File: config.mk
export PLATFORM = sky130hd
export DESIGN_NAME = fp32_adder_ctrl_flat
export DESIGN_NICKNAME = d
export VERILOG_FILES = /design/src/rtl/fp32_adder_pkg.sv /design/src/rtl/fp32_adder_ctrl_if.sv /design/src/rtl/fp32_adder_ctrl_mant_adder.sv /design/src/rtl/fp32_adder_ctrl.sv /design/src/flat_wrapper.sv
export SDC_FILE = /design/constraint.sdc
export NUM_CORES = 1
export LEC_CHECK = 0
export ABC_AREA = 1
export CORE_UTILIZATION = 55
export CTS_CLUSTER_SIZE = 14
export DETAILED_ROUTE_END_ITERATION = 16
export GPL_TIMING_DRIVEN = 1
export PLACE_DENSITY_LB_ADDON = 0.15
export SLEW_MARGIN = 20
export SYNTH_ARGS = -nofsm -noshare
export SYNTH_HDL_FRONTEND = slang
export SYNTH_SLANG_ARGS = --single-unit
File: constraint.sdc
create_clock -name CLK -period 15.1 [get_ports CLK]
set_clock_uncertainty 0.15 [all_clocks]
set_input_delay 3.02 -clock CLK [delete_from_list [all_inputs] [get_ports CLK]]
set_output_delay 3.02 -clock CLK [all_outputs]
set_load 0.03 [all_outputs]
File: src/rtl/fp32_adder_pkg.sv
// Shared types and constants for the binary32 add/subtract controller.
// Latency: n/a (declarations only).
// Backpressure: n/a.
package fp32_adder_pkg;

  // Controller sequence: capture, align, request, wait, normalise, pack, hold.
  typedef enum logic [2:0] {
    ST_IDLE  = 3'd0,
    ST_ALIGN = 3'd1,
    ST_REQ   = 3'd2,
    ST_WAIT  = 3'd3,
    ST_NORM  = 3'd4,
    ST_PACK  = 3'd5,
    ST_DONE  = 3'd6
  } state_e;

  // Bit positions inside the Exc output.
  localparam int EXC_OVF = 0;
  localparam int EXC_UNF = 1;
  localparam int EXC_INV = 2;

  localparam logic [31:0] QNAN    = 32'h7FC0_0000;
  localparam logic [31:0] POS_INF = 32'h7F80_0000;
  localparam logic [31:0] NEG_INF = 32'hFF80_0000;

  // Raw binary32 field view.
  typedef struct packed {
    logic        sign;
    logic [7:0]  expo;
    logic [22:0] frac;
  } fp32_t;

  // Leading-zero count of a 24-bit mantissa; an all-zero word yields 24.
  function automatic logic [4:0] lzc24(input logic [23:0] v);
    logic [4:0] n;
    logic       found;
    n     = 5'd24;
    found = 1'b0;
    for (int i = 23; i >= 0; i--) begin
      if (!found && v[i]) begin
        n     = 5'(23 - i);
        found = 1'b1;
      end
    end
    return n;
  endfunction

endpackage

File: src/rtl/fp32_adder_ctrl_if.sv
// Caller-side bus of the binary32 adder: operands, mode, result and flags.
// Latency: n/a (wiring only).
// Backpressure: 4-phase; Data_valid is held until Dataout_valid, then dropped.
interface fp32_adder_ctrl_if;
  logic [31:0] Datain1;
  logic [31:0] Datain2;
  logic        Data_valid;
  logic [2:0]  Mode;
  logic [4:0]  Debug;
  logic [31:0] Dataout;
  logic        Dataout_valid;
  logic [2:0]  Exc;

  modport master (
    output Datain1, Datain2, Data_valid, Mode, Debug,
    input  Dataout, Dataout_valid, Exc
  );

  modport slave (
    input  Datain1, Datain2, Data_valid, Mode, Debug,
    output Dataout, Dataout_valid, Exc
  );
endinterface

File: src/rtl/fp32_adder_ctrl_mant_adder.sv
// Registered mantissa adder: Z = A + B + CIN with carry out, REQ/ACK handshaked.
// Latency: 1 cycle; ACK follows REQ one cycle late in both directions.
// Backpressure: none; the requester holds REQ until it sees ACK.
module mant_adder_24b #(
  parameter int W = 24
) (
  input  logic         clk_i,
  input  logic         rst_i,
  input  logic         req_i,
  input  logic [W-1:0] a_i,
  input  logic [W-1:0] b_i,
  input  logic         cin_i,
  output logic [W-1:0] z_o,
  output logic         cout_o,
  output logic         ack_o
);

  logic [W-1:0] z_q;
  logic         cout_q;
  logic         ack_q;

  // Sum is recomputed every cycle REQ is high; ACK is REQ delayed by one cycle.
  always_ff @(posedge clk_i or posedge rst_i) begin
    if (rst_i) begin
      z_q    <= '0;
      cout_q <= 1'b0;
      ack_q  <= 1'b0;
    end else begin
      ack_q <= req_i;
      if (req_i) begin
        {cout_q, z_q} <= {1'b0, a_i} + {1'b0, b_i} + {{W{1'b0}}, cin_i};
      end
    end
  end

  assign z_o    = z_q;
  assign cout_o = cout_q;
  assign ack_o  = ack_q;

endmodule

File: src/rtl/fp32_adder_ctrl.sv
// Binary32 add/subtract controller (truncating), driving mant_adder_24b over REQ/ACK.
// Latency: 6 cycles after the capturing edge; NaN/inf operands finish after ALIGN.
// Backpressure: result held in DONE until the caller drops Data_valid.
// Optional debug readback on Dataout is built when FP32_ADDER_DEBUG_EN is defined.
module fp32_adder_ctrl
  import fp32_adder_pkg::*;
#(
  parameter int MANT_W = 24,
  parameter int EXP_W  = 8
) (
  input  logic                CLK,
  input  logic                RST,
  fp32_adder_ctrl_if.slave    bus
);

  localparam int XW = EXP_W + 2;

  state_e state_q, state_d;
  logic   req_q, req_d;
  logic   ack;

  logic [31:0]             a_q, b_q;
  logic                    mode_q;
  logic [EXP_W-1:0]        ea_q, diff_q;
  logic [MANT_W-1:0]       ma_q, mb_q;
  logic                    sign_q, sub_q;
  logic [MANT_W-1:0]       z_q, z_add;
  logic                    cout_q, cout_add;
  logic [MANT_W-1:0]       mant_n_q;
  logic signed [XW-1:0]    exp_n_q;
  logic                    zero_q;
  logic [31:0]             dout_q;
  logic [2:0]              exc_q;

  // Align-stage combinational results
  fp32_t             fa, fb;
  logic              sb_eff, a_nan, b_nan, a_inf, b_inf, swap, special;
  logic [MANT_W-1:0] ma, mb, big_m, sml_m, mb_d;
  logic [EXP_W-1:0]  big_e, sml_e, diff_d;
  logic              big_s, sub_d;
  logic [31:0]       spec_word;
  logic [2:0]        spec_exc;

  // Normalise/pack combinational results
  logic [4:0]           lz;
  logic [MANT_W-1:0]    mant_n_d;
  logic signed [XW-1:0] exp_n_d;
  logic                 zero_d;
  logic [31:0]          pack_word;
  logic [2:0]           pack_exc;

  mant_adder_24b #(.W(MANT_W)) u_adder (
    .clk_i  (CLK),
    .rst_i  (RST),
    .req_i  (req_q),
    .a_i    (ma_q),
    .b_i    (sub_q ? ~mb_q : mb_q),
    .cin_i  (sub_q),
    .z_o    (z_add),
    .cout_o (cout_add),
    .ack_o  (ack)
  );

  // State register and adder request flop.
  always_ff @(posedge CLK or posedge RST) begin
    if (RST) begin
      state_q <= ST_IDLE;
      req_q   <= 1'b0;
    end else begin
      state_q <= state_d;
      req_q   <= req_d;
    end
  end

  // Next-state logic; REQ is raised in REQ and dropped once ACK is seen.
  always_comb begin
    state_d = state_q;
    req_d   = req_q;
    case (state_q)
      ST_IDLE:  if (bus.Data_valid) state_d = ST_ALIGN;
      ST_ALIGN: state_d = special ? ST_DONE : ST_REQ;
      ST_REQ: begin
        req_d   = 1'b1;
        state_d = ST_WAIT;
      end
      ST_WAIT: begin
        if (ack) begin
          req_d   = 1'b0;
          state_d = ST_NORM;
        end
      end
      ST_NORM:  state_d = ST_PACK;
      ST_PACK:  state_d = ST_DONE;
      ST_DONE:  if (!bus.Data_valid) state_d = ST_IDLE;
      default:  state_d = ST_IDLE;
    endcase
  end

  // Unpack, classify specials, order by magnitude and align the smaller operand.
  always_comb begin
    fa      = a_q;
    fb      = b_q;
    sb_eff  = fb.sign ^ mode_q;
    a_nan   = (fa.expo == 8'hFF) && (fa.frac != '0);
    b_nan   = (fb.expo == 8'hFF) && (fb.frac != '0);
    a_inf   = (fa.expo == 8'hFF) && (fa.frac == '0);
    b_inf   = (fb.expo == 8'hFF) && (fb.frac == '0);
    special = a_nan | b_nan | a_inf | b_inf;
    // Denormals collapse to zero by dropping the mantissa entirely.
    ma      = (fa.expo == '0) ? '0 : {1'b1, fa.frac};
    mb      = (fb.expo == '0) ? '0 : {1'b1, fb.frac};
    swap    = {fb.expo, mb} > {fa.expo, ma};
    if (swap) begin
      big_e = fb.expo; big_m = mb; big_s = sb_eff;
      sml_e = fa.expo; sml_m = ma;
    end else begin
      big_e = fa.expo; big_m = ma; big_s = fa.sign;
      sml_e = fb.expo; sml_m = mb;
    end
    diff_d = big_e - sml_e;
    mb_d   = (diff_d >= EXP_W'(MANT_W)) ? '0 : (sml_m >> diff_d);
    sub_d  = mode_q ^ fa.sign ^ fb.sign;
    spec_word = '0;
    spec_exc  = '0;
    if (a_nan || b_nan || (a_inf && b_inf && sub_d)) begin
      spec_word         = QNAN;
      spec_exc[EXC_INV] = 1'b1;
    end else if (a_inf) begin
      spec_word = {fa.sign, POS_INF[30:0]};
    end else if (b_inf) begin
      spec_word = {sb_eff, POS_INF[30:0]};
    end
  end

  // Normalise the adder result and pack it with range checks.
  always_comb begin
    lz = lzc24(z_q);
    if (!sub_q && cout_q) begin
      mant_n_d = {1'b1, z_q[MANT_W-1:1]};
      exp_n_d  = $signed({2'b00, ea_q}) + XW'(1);
      zero_d   = 1'b0;
    end else begin
      mant_n_d = z_q << lz;
      exp_n_d  = $signed({2'b00, ea_q}) - $signed({5'b00000, lz});
      zero_d   = (z_q == '0);
    end
    pack_word = {sign_q, exp_n_q[EXP_W-1:0], mant_n_q[MANT_W-2:0]};
    pack_exc  = '0;
    if (zero_q) begin
      pack_word = '0;
    end else if (exp_n_q > XW'(254)) begin
      pack_word         = {sign_q, POS_INF[30:0]};
      pack_exc[EXC_OVF] = 1'b1;
    end else if (exp_n_q < XW'(1)) begin
      pack_word         = {sign_q, 31'd0};
      pack_exc[EXC_UNF] = 1'b1;
    end
  end

  // Datapath registers, each loaded in the state that produces it.
  always_ff @(posedge CLK or posedge RST) begin
    if (RST) begin
      a_q <= '0; b_q <= '0; mode_q <= 1'b0;
      ea_q <= '0; diff_q <= '0; ma_q <= '0; mb_q <= '0;
      sign_q <= 1'b0; sub_q <= 1'b0;
      z_q <= '0; cout_q <= 1'b0;
      mant_n_q <= '0; exp_n_q <= '0; zero_q <= 1'b0;
      dout_q <= '0; exc_q <= '0;
    end else begin
      case (state_q)
        ST_IDLE: begin
          if (bus.Data_valid) begin
            a_q    <= bus.Datain1;
            b_q    <= bus.Datain2;
            mode_q <= bus.Mode[0];
          end
        end
        ST_ALIGN: begin
          ea_q   <= big_e;
          diff_q <= diff_d;
          ma_q   <= big_m;
          mb_q   <= mb_d;
          sign_q <= big_s;
          sub_q  <= sub_d;
          if (special) begin
            dout_q <= spec_word;
            exc_q  <= spec_exc;
          end
        end
        ST_WAIT: begin
          if (ack) begin
            z_q    <= z_add;
            cout_q <= cout_add;
          end
        end
        ST_NORM: begin
          mant_n_q <= mant_n_d;
          exp_n_q  <= exp_n_d;
          zero_q   <= zero_d;
        end
        ST_PACK: begin
          dout_q <= pack_word;
          exc_q  <= pack_exc;
        end
        default: ;
      endcase
    end
  end

  assign bus.Dataout_valid = (state_q == ST_DONE);
  assign bus.Exc           = exc_q;

  logic unused_mode;
  assign unused_mode = ^bus.Mode[2:1];

`ifdef FP32_ADDER_DEBUG_EN
  logic [31:0] dbg_word;

  // Internal word selected for readback while holding a result.
  always_comb begin
    dbg_word = '0;
    case (bus.Debug[1:0])
      2'd0:    dbg_word = 32'({state_q, diff_q});
      2'd1:    dbg_word = 32'(ma_q);
      2'd2:    dbg_word = 32'(mb_q);
      default: dbg_word = 32'({cout_q, z_q});
    endcase
  end

  assign bus.Dataout = (bus.Debug[4] && (state_q == ST_DONE)) ? dbg_word : dout_q;

  logic unused_dbg;
  assign unused_dbg = ^bus.Debug[3:2];
`else
  assign bus.Dataout = dout_q;

  logic unused_dbg;
  assign unused_dbg = ^{bus.Debug, diff_q};
`endif

endmodule

File: src/flat_wrapper.sv
// flat-port wrapper written by rule: the top's interface ports become plain ports
module fp32_adder_ctrl_flat import fp32_adder_pkg::*;
#(
  parameter int MANT_W = 24,
  parameter int EXP_W  = 8
)
  (CLK, RST, bus_Datain1, bus_Datain2, bus_Data_valid, bus_Mode, bus_Debug, bus_Dataout, bus_Dataout_valid, bus_Exc);
  fp32_adder_ctrl_if bus_i ();
  input  logic CLK;
  input  logic RST;
  input wire logic [$bits(bus_i.Datain1)-1:0] bus_Datain1;
  input wire logic [$bits(bus_i.Datain2)-1:0] bus_Datain2;
  input wire logic [$bits(bus_i.Data_valid)-1:0] bus_Data_valid;
  input wire logic [$bits(bus_i.Mode)-1:0] bus_Mode;
  input wire logic [$bits(bus_i.Debug)-1:0] bus_Debug;
  output wire logic [$bits(bus_i.Dataout)-1:0] bus_Dataout;
  output wire logic [$bits(bus_i.Dataout_valid)-1:0] bus_Dataout_valid;
  output wire logic [$bits(bus_i.Exc)-1:0] bus_Exc;
  assign bus_i.Datain1 = bus_Datain1;
  assign bus_i.Datain2 = bus_Datain2;
  assign bus_i.Data_valid = bus_Data_valid;
  assign bus_i.Mode = bus_Mode;
  assign bus_i.Debug = bus_Debug;
  assign bus_Dataout = bus_i.Dataout;
  assign bus_Dataout_valid = bus_i.Dataout_valid;
  assign bus_Exc = bus_i.Exc;
  fp32_adder_ctrl #(.MANT_W(MANT_W), .EXP_W(EXP_W)) u_core (.CLK(CLK), .RST(RST), .bus(bus_i));
endmodule
# Word level (Yosys, flattened, before mapping)
# Index checks and enable logic that the tools add are counted.
# W data, S select, Z words.
[classes]
addsub = 5
n_eq_ne = 12
magnitude_cmp = 4
n_reduce_logical = 71
mux = 81
n_bitwise = 7
n_shift = 2
[op_table]
columns = ["cell", "n"]
rows = [
  ["$mux W32", 5],
  ["$mux W24", 6],
  ["$mux W5", 24],
  ["$pmux W32 S2", 1],
  ["$mux W31", 2],
  ["$logic_not A23 Y1", 2],
  ["$reduce_bool A23 Y1", 2],
  ["$gt A32 B32 Y1", 1],
  ["$logic_and A1 B1 Y1", 30],
  ["$mux W1", 30],
  ["$add A24 B24 Y25", 1],
  ["$add A25 B1 Y25", 1],
  ["$logic_not A1 Y1", 24],
  ["$logic_not A24 Y1", 1],
  ["$not A24 Y24", 1],
  ["$shl A24 B5 Y23", 1],
  ["$shr A24 B8 Y24", 1],
  ["$mux W23", 1],
  ["$pmux W3 S7", 1],
  ["$eq A8 B8 Y1 const B", 2],
  ["$logic_not A8 Y1", 2],
  ["$mux W8", 2],
  ["$mux W3", 5],
  ["$gt A10 B9 Y1 const B", 1],
  ["other kinds (21)", 35],
]
[word_totals]
register_bits = 247
in_bits = 75
output_inout_bits = 36

# Logic depth before layout (Yosys ltp)
# Gate-level depths: netlist of the first run.
[depth]
ltp_word = 72
ltp_mapped = 39

# Modules after synthesis
# From an unflattened synthesis of the first run, not the netlist that was laid out.
[unflattened]
hier_cells = 2334
area_unflattened_um2 = 16360.7
[modules_own_cells]
columns = ["module", "n_inst", "seq_area_each_um2", "area_each_um2", "cells_per_inst"]
rows = [
  ["fp32_adder_ctrl", 1, 5530.3, 13711.9, 1887],
  ["mant_adder_24b", 1, 650.6, 2648.8, 447],
]

# Worst setup path before layout of the first run
# OpenSTA, ideal clock, no wires.
[synth_timing]
path_type = "reg-to-reg"
from = "reg u_core.b_q[26]"
to = "reg u_core.mb_q[11]"
path_stages_with_launch = 28
arrival_ns = 4.107
synth_period_minus_slack_ns = 4.331
path_slack_ns = 10.769
setup_time_ns = 0.074
required_time_ns = 14.876
path_cell_list = "dfrtp_1 nor4_1 inv_1 nor2_1 clkbuf_1 nor2_1 ha_1 a21oi_1 nand3_1 nand2_1 nand2_1 a21oi_1 nand2_4 nand3_1 nand3_1 ha_1 inv_1 nand2_2 nand2_1 nand3_2 xnor2_2 nor2_2 nor4_4 inv_2 nor2_4 buf_6 o21ai_2 o21ai_2"
[synth_between]
elab_chain_len = 7
[synth_rtl]
columns = ["element", "line", "text"]
rows = [
  ["from (decl)", "fp32_adder_ctrl.sv:22", "logic [31:0] a_q, b_q;"],
  ["from (signal assigned)", "fp32_adder_ctrl.sv:174", "b_q <= bus.Datain2;"],
  ["$logic_not A8 Y1", "fp32_adder_ctrl.sv:111", "mb = (fb.expo == '0) ? '0 : {1'b1, fb.frac};"],
  ["$mux W24", "fp32_adder_ctrl.sv:111", ""],
  ["$gt A32 B32 Y1", "fp32_adder_ctrl.sv:112", "swap = {fb.expo, mb} > {fa.expo, ma};"],
  ["$mux W8", "fp32_adder_ctrl.sv:113", "if (swap) begin"],
  ["$sub A8 B8 Y8", "fp32_adder_ctrl.sv:120", "diff_d = big_e - sml_e;"],
  ["$shr A24 B8 Y24 or $ge A8 B5 Y1 (tied branches)", "fp32_adder_ctrl.sv:121", "mb_d = (diff_d >= EXP_W'(MANT_W)) ? '0 : (sml_m >> diff_d);"],
  ["$mux W24 *", "fp32_adder_ctrl.sv:121", ""],
  ["to (signal assigned)", "fp32_adder_ctrl.sv:182", "mb_q <= mb_d;"],
  ["to (decl)", "fp32_adder_ctrl.sv:25", "logic [MANT_W-1:0] ma_q, mb_q;"],
]
# Mark *: on every way between the ends. The rest lies on a longest branch, timed or not.
# A chain may end at the register's enable or synchronous reset.

# Worst setup path in the final report of the first run
[layout_timing]
from = "reg u_core.a_q[24]"
to = "reg u_core.mb_q[0]"
[layout_between]
elab_chain_len = 7
[layout_rtl]
columns = ["element", "line", "text"]
rows = [
  ["from (decl)", "fp32_adder_ctrl.sv:22", ""],
  ["from (signal assigned)", "fp32_adder_ctrl.sv:173", "a_q <= bus.Datain1;"],
  ["$logic_not A8 Y1", "fp32_adder_ctrl.sv:110", "ma = (fa.expo == '0) ? '0 : {1'b1, fa.frac};"],
  ["$mux W24", "fp32_adder_ctrl.sv:110", ""],
  ["$gt A32 B32 Y1", "fp32_adder_ctrl.sv:112", ""],
  ["$mux W8", "fp32_adder_ctrl.sv:113", ""],
  ["$sub A8 B8 Y8", "fp32_adder_ctrl.sv:120", ""],
  ["$shr A24 B8 Y24 or $ge A8 B5 Y1 (tied branches)", "fp32_adder_ctrl.sv:121", ""],
  ["$mux W24 *", "fp32_adder_ctrl.sv:121", ""],
]
# Marked as above.

==> run metrics, run 1 <==
Sink Count=247; DR WL/cell=17.1 um; post-route ant nets=0; Most Crowded Layer GR=met2; Synth cell types=57; Multi-input gate area=0.00831 mm2; initial antenna violation count=1; I/O Buffers=103; Clock Tree Root=clkbuf_16; predominant post-synthesis flop cell=dfrtp_1; total negative setup slack=0 ns; final WL=43600 um; global route total overflow=0; CP startpoint=u_core.a_q[24]; Finish-stage setup viols=0; worst reg-to-reg setup slack=8.79 ns; Seq/Total Area, Yosys=39.8%; CP top delay family=simple AND/OR/NAND/NOR gates; # DRC=0; cell area after synthesis=0.0155 mm2; slew margin rel.=27.0%; H-tree depth=1; Worst Setup Start Kind=flip-flop; M1 GR Usage=40.9%; core area=0.0278 mm2; initial drt markers=1242; area grow syn2layout=14.0%; vias in the first global route=13.7k; Max Cap Viol=0; number of synthesized flops with an enable pin=0; period utilisation layout=41.8%; CP Capture Type=flip-flop; CTS clock-pin slew for the worst setup and hold paths=0.06 ns; Post-Syn Instances=2107; io pins=111; Highest Clock Rate=0.159 GHz; layout cells sized above 1=5.75%; worst skew pair latency=0.54 ns; dpl hpwl=32000 um; TritonRoute pass-1 iters=6; Util after Layout=63.7%; Final Hold Vio Count=0; Setup Fix Bufs, Post-CTS=0; hold slack=0.329 ns; first-pass GRT wire length=70900 um; Mapped Avg Cell Area=7.37 um2; Slowest Stage Delay on Critical Path=0.96 ns; VDD IR-drop max=89.6 uV; most frequent cells in the layout=nand2_1 (527), nand3_1 (263), dfrtp_1 (247); Arr. time, crit path=6.63 ns; Tightest Pin Transition=1.09 ns; Register Area=0.00618 mm2; PwrDens=76.8 mW/mm2; largest buffer count on any clock path=3; GR Util met2=51.7%; WP data required=15.42 ns; crit path capture=u_core.mb_q[0]; Placer Congestion=0.938; Reg2Reg Depth=26; Yosys warning count=0; worst r2r dst=u_core.mb_q[0]; die height=170 um; DR vias/cell=5.73; fin nets=2295; pin count of the biggest net entering global routing=133; filler cell count=2572; status=completed; CP max FO=81; syn nets=2246; TritonCTS Buffers=27; worst min-delay path class=reg -> reg; CP most frequent cell=nand2_1; critical path type=reg -> reg; Core Rows=61; RSZ-0062 raised after global routing=no; async set-reset flop share out of synthesis=100%; number of diodes=0; CTS tree=yes; gr usage total=30.9%; most common cell after layout, fill and taps aside=nand2_1; DR vias=14.6k; #FFs+latches synth=247; Tmin final=6.31 ns; static leakage=0.00905 uW; critical register-to-register path startpoint=u_core.a_q[24]; CTS resizes=0; initial core utilization=55.9%; die width=170 um; CP Depth=26; met3 usage=3.26%; crit path buf inv count=4; Max Slew Vio Count=0; CP max stage cell=ha_1; DIE AREA=0.0289 mm2; CTS hold repair buffers=0
cell type report:
| cell class | instances | area share, % |
|---|---|---|
| inverter | 175 | 3.76 |
| clock buffer | 37 | 4.37 |
| clock inverter | 11 | 0.665 |
| timing repair buffer | 122 | 6.63 |
| multi-input combinational | 1583 | 47.0 |
| sequential | 247 | 34.9 |
| tap | 378 | 2.67 |
registers in the layout, summed over array words and instances, names as in the netlist:
signal / count
u_core.mb_q: 24
u_core.sub_q: 1
u_core.u_adder.ack_o: 1
u_core.ma_q: 24
u_core.state_q: 3
u_core.mant_n_q: 23
u_core.exp_n_q: 10
u_core.b_q: 32
u_core.zero_q: 1
u_core.u_adder.cout_o: 1
u_core.ea_q: 8
u_core.a_q: 32
u_core.cout_q: 1
u_core.z_q: 24
u_core.sign_q: 1
u_core.bus.Dataout: 32
u_core.mode_q: 1
u_core.bus.Exc: 3
u_core.req_q: 1
u_core.u_adder.z_o: 24
worst min path at each step:
stage	startpoint	to	slack [ns]	cells after the start
final	u_core.u_adder.z_o[22]	u_core.z_q[22]	0.33	2
after detailed placement	u_core.bus.Dataout[10]	u_core.bus.Dataout[10]	0.31	2
after floorplan	u_core.req_q	u_core.u_adder.ack_o	0.20	0
after CTS	u_core.u_adder.z_o[21]	u_core.z_q[21]	0.32	2
after global placement	u_core.mant_n_q[10]	u_core.bus.Dataout[10]	0.31	2
after global routing	u_core.bus.Dataout[10]	u_core.bus.Dataout[10]	0.34	2
stage by stage:
stage	instance area, um2	setup WS [ns]	std cells	power [uW]
final	17700	8.79	2553	1360
after global routing	17700	8.23	2553	1400
after CTS	17700	8.97	2553	1370
after detailed placement	16800	9.00	2505	706
after global placement	16800	9.04	2505	706
after floorplan	15500	5.14	2107	684
worst reg2reg max path, cell delays in order (launching register included):
cell and delay, ns:
dfrtp_1 0.38, inv_1 0.22, nand4_1 0.13, nor2_1 0.33, inv_1 0.42, nand2_1 0.28, ha_1 0.17, nand2_1 0.06
inv_1 0.06, nand3_1 0.06, nor2_1 0.27, nand2_1 0.09, nand2_1 0.08, nand2_1 0.09, nand2_4 0.13, nand2_4 0.42
nand2_1 0.22, nand3_1 0.13, ha_1 0.96, inv_1 0.67, nand3_1 0.24, nand3_1 0.14, nand2_1 0.19, nand3_1 0.09
nand2_1 0.09, nand2_1 0.09, nand2_1 0.06
routing by layer:
metal | vias to the layer above | share of wire (%)
met3 | 109 | 5.5
met4 | 2 | 4.6
met1 | 6851 | 43
met5 | - | 0.018
met2 | 487 | 47
li1 | 7167 | -
kinds of logic after synthesis:
kind of cell / Yosys count / share of synthesized area, %
buffers and inverters: 277 / 6.93
xor gates and xnor gates: 51 / 2.93
muxes: 27 / 1.95
DFF: 247 / 39.8
adders and majority gates: 64 / 5.26
AOI/OAI and AO/OA: 386 / 13.7
and+or+nand+nor: 1055 / 29.4
power breakdown:
group,internal [uW],leakage [uW],total [uW],switching (uW)
logic,15.5,0.00537,30.9,15.4
registers,662,0.00323,662,0
clock network,392,0.000438,666,274
total,1070,0.00905,1360,290
cells in the mapped netlist (all sizes together), types with 4 or more instances:
| master | number | share of area (%) |
|---|---|---|
| a22oi | 10 | 0.48 |
| o211ai | 9 | 0.44 |
| a21oi | 144 | 4.6 |
| a22o | 9 | 0.51 |
| buf | 26 | 0.85 |
| mux2 | 26 | 1.9 |
| clkbuf | 76 | 1.8 |
| ha | 62 | 5.0 |
| nand3b | 6 | 0.34 |
| clkinv | 7 | 0.17 |
| dfrtp | 247 | 40 |
| nand2 | 534 | 13 |
| o41ai | 4 | 0.23 |
| nand3 | 265 | 8.6 |
| a2bb2oi | 7 | 0.40 |
| nor3 | 23 | 0.74 |
| nor2 | 176 | 4.4 |
| o21ai | 176 | 5.8 |
| xor2 | 38 | 2.1 |
| inv | 168 | 4.1 |
| nor4 | 19 | 0.86 |
| xnor2 | 13 | 0.78 |
| a31oi | 9 | 0.36 |
| nand4 | 29 | 1.2 |
Power figures use the tool's default switching activity.
==> inputs of run 2 (changes only) <==
Settings changed: CORE_UTILIZATION 55 to 54.
Clock period 15.1 ns to 5.6 ns, I/O delays scaled along.
==> run 2 against run 1 <==
Via count grew 0.21%. Worst hold slack gained 0.00059 ns. Core utilization shrank 0.34 points. First-iteration DRC count shrank 0.32%. Critical endpoint is now u_core.mb_q[7].
==> run metrics, run 2 (synthesized netlist as in run 1, its figures left out) <==
worst min-delay path class=reg -> reg; PwrDens=196 mW/mm2 (+160%); static leakage=0.00907 uW (+0.26%); crit path buf inv count=5 (+1); TritonRoute pass-1 iters=5 (-1); largest buffer count on any clock path=3 (unchanged); most frequent cells in the layout=nand2_1 (527), nand3_1 (263), dfrtp_1 (247); post-route ant nets=0 (unchanged); first-pass GRT wire length=72000 um (+1.6%); worst skew pair latency=0.53 ns (about the same); Core Rows=61 (unchanged); pin count of the biggest net entering global routing=181 (+36%); CTS clock-pin slew for the worst setup and hold paths=0.06 ns (about the same); DR vias/cell=5.71 (-0.22%); Tightest Pin Transition=1.04 ns (-0.0544 ns); placed cell count=2517 (+0.48%); final WL=43900 um (+0.83%); DP Worst Slack=0.334 ns (-8.66 ns); gr usage total=30.9% (about the same); HP Start=u_core.mant_n_q[10]; Max Cap Viol=0 (unchanged); WP data required=5.92 ns (-9.50 ns); CP top delay family=simple AND/OR/NAND/NOR gates; worst r2r dst=u_core.mb_q[7]; critical register-to-register path startpoint=u_core.b_q[26]; Placer Congestion=0.952 (+1.5%); period utilisation layout=91.0% (+49 points); Sink Count=247 (unchanged); initial drt markers=1238 (-0.32%); slew margin rel.=30.8% (+3.9 points); number of diodes=0 (unchanged); worst reg-to-reg setup slack=0.50 ns (-8.29 ns); DR vias=14.6k (+0.21%); DR WL/cell=17.1 um (+0.40%); Tmin final=5.10 ns (-1.21 ns); H-tree depth=1 (unchanged); CP Capture Type=flip-flop; Final Hold Vio Count=0 (unchanged); die height=172 um (+0.91%); Finish-stage setup viols=0 (unchanged); Multi-input gate area=0.00832 mm2 (+0.15%); Worst Hold Depth=2 (unchanged); Clock Tree Root=clkbuf_16; Arr. time, crit path=5.41 ns (-1.22 ns); critical path type=reg -> reg; filler cell count=2574 (+0.078%); initial antenna violation count=0 (-1); Register Area=0.00618 mm2 (unchanged); Highest Clock Rate=0.196 GHz (+24%); CP most frequent cell=nand2_1; dpl hpwl=32600 um (+2.1%); PnR worst setup slack=0.502 ns (-8.29 ns); io pins=111 (unchanged); VDD IR-drop max=220 uV (+150%); Max Slew Vio Count=0 (unchanged); hold endpoint=u_core.bus.Dataout[10]; status=completed; CTS tree=yes; # DRC=0 (unchanged); core area=0.0280 mm2 (+0.82%); area grow syn2layout=14.3%; Util after Layout=63.3% (-0.34 points); DIE AREA=0.0294 mm2 (+1.8%); die width=172 um (+0.91%); CP max stage cell=dfrtp_1; vias in the first global route=14.0k (+2.0%); initial core utilization=55.4% (-0.46 points); Final Non-Filler Cells=2564 (+0.43%); most common cell after layout, fill and taps aside=nand2_1; CP max FO=40 (-51%); Worst Setup Start Kind=flip-flop; TritonCTS Buffers=26 (-3.7%); Reg2Reg Depth=34 (+31%); fin nets=2308 (+0.57%); Slowest Stage Delay on Critical Path=0.45 ns (-0.51 ns); I/O Buffers=103 (unchanged); layout cells sized above 1=6.22% (+0.47 points); global route total overflow=0 (unchanged); total negative setup slack=0 ns (unchanged)
-- run 2: cell types whose count changed in the layout (fill, tap and decap cells not counted), sizes merged --
cell and change:
inv -4, clkinv +3, clkbuf -1, bufinv -2, buf +13, clkinvlp +2
-- run 2: metrics by stage --
| step | area [um2] | hold slack (ns) | power (uW) |
|---|---|---|---|
| after global placement | 16900 | 0.304 | 1900 |
| after detailed placement | 16900 | 0.314 | 1900 |
| after global routing | 17700 | 0.349 | 3590 |
| final | 17700 | 0.330 | 3480 |
| after floorplan | 15500 | 0.202 | 1840 |
| after CTS | 17700 | 0.330 | 3520 |
-- run 2: cell type report --
class | count | share of cell area, %
inverters | 175 | 3.74
repair buffers | 135 | 7.38
well taps | 378 | 2.67
clock buffers | 36 | 4.17
flip-flops and latches | 247 | 34.8
multi-input cells | 1583 | 46.9
clock inverters | 9 | 0.268
repair inverters | 1 | 0.0423
-- run 2: tightest hold or removal path: stages, from the launching register on --
cell,delay [ns]
dfrtp_1,0.35
nand2_1,0.06
nand2_1,0.05
-- run 2: worst max-delay path by stage --
stage,from,end,cells past startpoint
2_1_floorplan,RST,u_core.a_q[0],1
6_report,u_core.b_q[26],u_core.mb_q[7],34
4_1_cts,u_core.a_q[28],u_core.mb_q[9],34
3_5_place_dp,u_core.a_q[24],u_core.mb_q[7],34
3_3_place_gp,u_core.a_q[28],u_core.mb_q[7],34
5_1_grt,u_core.b_q[26],u_core.mb_q[7],34
-- run 2: power by group --
part,internal [uW],switching (uW)
Clock,916,699
Combinational,42.6,41.2
Sequential,1780,0
-- run 2: routing by layer --
layer	vias to the layer above	routed length, um	track usage, %
met5	-	0	0
met4	0	1740	12.0
met3	91	2270	3.15
met2	418	21000	52.4
met1	6936	18900	40.7
li1	7201	-	-
-- run 2: what timing repair did --
action | CTS | global route
endpoints found under the setup margin | 0 | 24
hold buffers | 0 | 0
resized for setup | 0 | 6
setup buffers | 0 | 1
==> inputs of run 3 (changes only) <==
Settings changed: CORE_ASPECT_RATIO from default to 1.75, CORE_UTILIZATION 54 to 35, SETUP_SLACK_MARGIN from default to 0.05.
==> run 3 against run 2 <==
Sequential cell count is the same. Worst hold slack lost 0.012 ns. Via count shrank 1.6%. Final cell count grew 8.0%. Register-to-register slack is essentially flat. Die area grew 54%. Largest cell class unchanged.
==> run metrics, run 3 (synthesized netlist as in run 1, its figures left out) <==
Max Slew Vio Count=0 (unchanged); CP most frequent cell=nand2_1; DR vias/cell=5.21 (-8.8%); first-pass GRT wire length=77300 um (+7.4%); most frequent cells in the layout=nand2_1 (527), nand3_1 (263), dfrtp_1 (247); Arr. time, crit path=5.43 ns (+0.02 ns); Final Hold Vio Count=0 (unchanged); TritonCTS Buffers=26 (unchanged); Tightest Pin Transition=1.02 ns (-0.0140 ns); Placer Congestion=0.912 (-4.2%); gr usage total=21.9% (-9.1 points); Clock Tree Root=clkbuf_16; most common cell after layout, fill and taps aside=nand2_1; initial antenna violation count=0 (unchanged); PwrDens=202 mW/mm2 (+2.9%); worst min-delay path class=reg -> reg; worst skew pair latency=0.56 ns (+0.03 ns); CTS tree=yes; initial drt markers=793 (-36%); Core Rows=101 (+66%); vias in the first global route=14.4k (+2.9%); initial core utilization=35.6% (-20 points); Worst Setup Start Kind=flip-flop; # DRC=0 (unchanged); layout cells sized above 1=6.91% (+0.68 points); DIE AREA=0.0452 mm2 (+54%); fin nets=2324 (+0.69%); final WL=48900 um (+11%); dpl hpwl=37700 um (+16%); slew margin rel.=31.8% (+0.93 points); Tmin final=5.09 ns (-0.00788 ns); core area=0.0436 mm2 (+56%); placed cell count=2717 (+7.9%); hold slack=0.318 ns (-0.0120 ns); Sink Count=247 (unchanged); io pins=111 (unchanged); CP max stage cell=dfrtp_1; DR vias=14.4k (-1.6%); CTS clock-pin slew for the worst setup and hold paths=0.06 ns (about the same); area grow syn2layout=17.2%; die height=281 um (+64%); post-route ant nets=0 (unchanged); CP max FO=40 (unchanged); period utilisation layout=90.9% (-0.14 points); WP data required=5.94 ns (+0.02 ns); Finish-stage setup viols=0 (unchanged); H-tree depth=1 (unchanged); CP Capture Type=flip-flop; pin count of the biggest net entering global routing=164 (-9.4%); DR WL/cell=17.7 um (+3.1%); Highest Clock Rate=0.196 GHz (+0.15%); static leakage=0.00918 uW (+1.2%); I/O Buffers=103 (unchanged); Slowest Stage Delay on Critical Path=0.45 ns (about the same); total negative setup slack=0 ns (unchanged); global route total overflow=0 (unchanged); Max Cap Viol=0 (unchanged); TritonRoute pass-1 iters=5 (unchanged); largest buffer count on any clock path=3 (unchanged); critical path type=reg -> reg; RSZ-0062 raised after global routing=no; status=completed; VDD IR-drop max=222 uV (+0.98%); die width=161 um (-6.0%); Final Non-Filler Cells=2768 (+8.0%)
==> run 3: critical path, delay by kind of cell, from the launching register on <==
family                     cells  cell delay (ns)
and+or+nand+nor               27             3.04
DFF                            1             0.45
adders and majority gates      2             0.50
buffers and inverters          6             0.84
==> run 3: routing by layer <==
| metal | vias up | wire (um) | GRT usage, % |
|---|---|---|---|
| li1 | 7231 | - | - |
| met1 | 6748 | 17800 | 22.2 |
| met2 | 304 | 26400 | 42.3 |
| met3 | 132 | 1330 | 1.91 |
| met4 | 0 | 3350 | 13.9 |
| met5 | - | 0 | 0 |
==> run 3: through the flow <==
step                      setup slack (ns)  instance area (um2)  util, %  total power [uW]
after floorplan                       1.08                15500        -              1840
after global placement               0.214                17200     39.6              1910
after detailed placement             0.213                17200     39.6              1910
after CTS                            0.162                18100     41.6              3730
after global routing                0.0931                18200     41.7              3810
final                                0.509                18200     41.7              3670
==> run 3: final timing paths <==
check / from / end / slack [ns] / cells after the start
max in group asynchronous: RST / u_core.mant_n_q[9] / 3.41 / 3
setup reg to reg: u_core.b_q[26] / u_core.mb_q[3] / 0.51 / 35
setup / recovery: u_core.b_q[26] / u_core.mb_q[3] / 0.51 / 35
min in group asynchronous: RST / u_core.ea_q[6] / 0.67 / 2
hold / removal: u_core.bus.Dataout[12] / u_core.bus.Dataout[12] / 0.32 / 2
hold reg to reg: u_core.bus.Dataout[12] / u_core.bus.Dataout[12] / 0.32 / 2
==> run 3: area by class of cell <==
cell class	count	area [um2]
Tap cell	566	708
Timing Repair inverter	1	7.51
Fill cell	4608	25400
Inverter	175	664
Timing Repair Buffer	151	1430
Clock inverter	10	168
Clock buffer	34	711
Sequential cell	247	6180
Antenna cell	1	2.50
Multi-Input combinational cell	1583	8320
==> run 3: timing repair <==
action                     4_1_cts  5_1_grt
resized for setup                0        5
setup endpoints to repair        0       24
hold buffers                     0        0
hold endpoints to repair         0        0
setup buffers                    0        5
==> run 3: where the power goes <==
group	switching (uW)	internal, uW
combinational	42.2	42.8
clock	731	1070
sequential	0	1780
total	773	2900
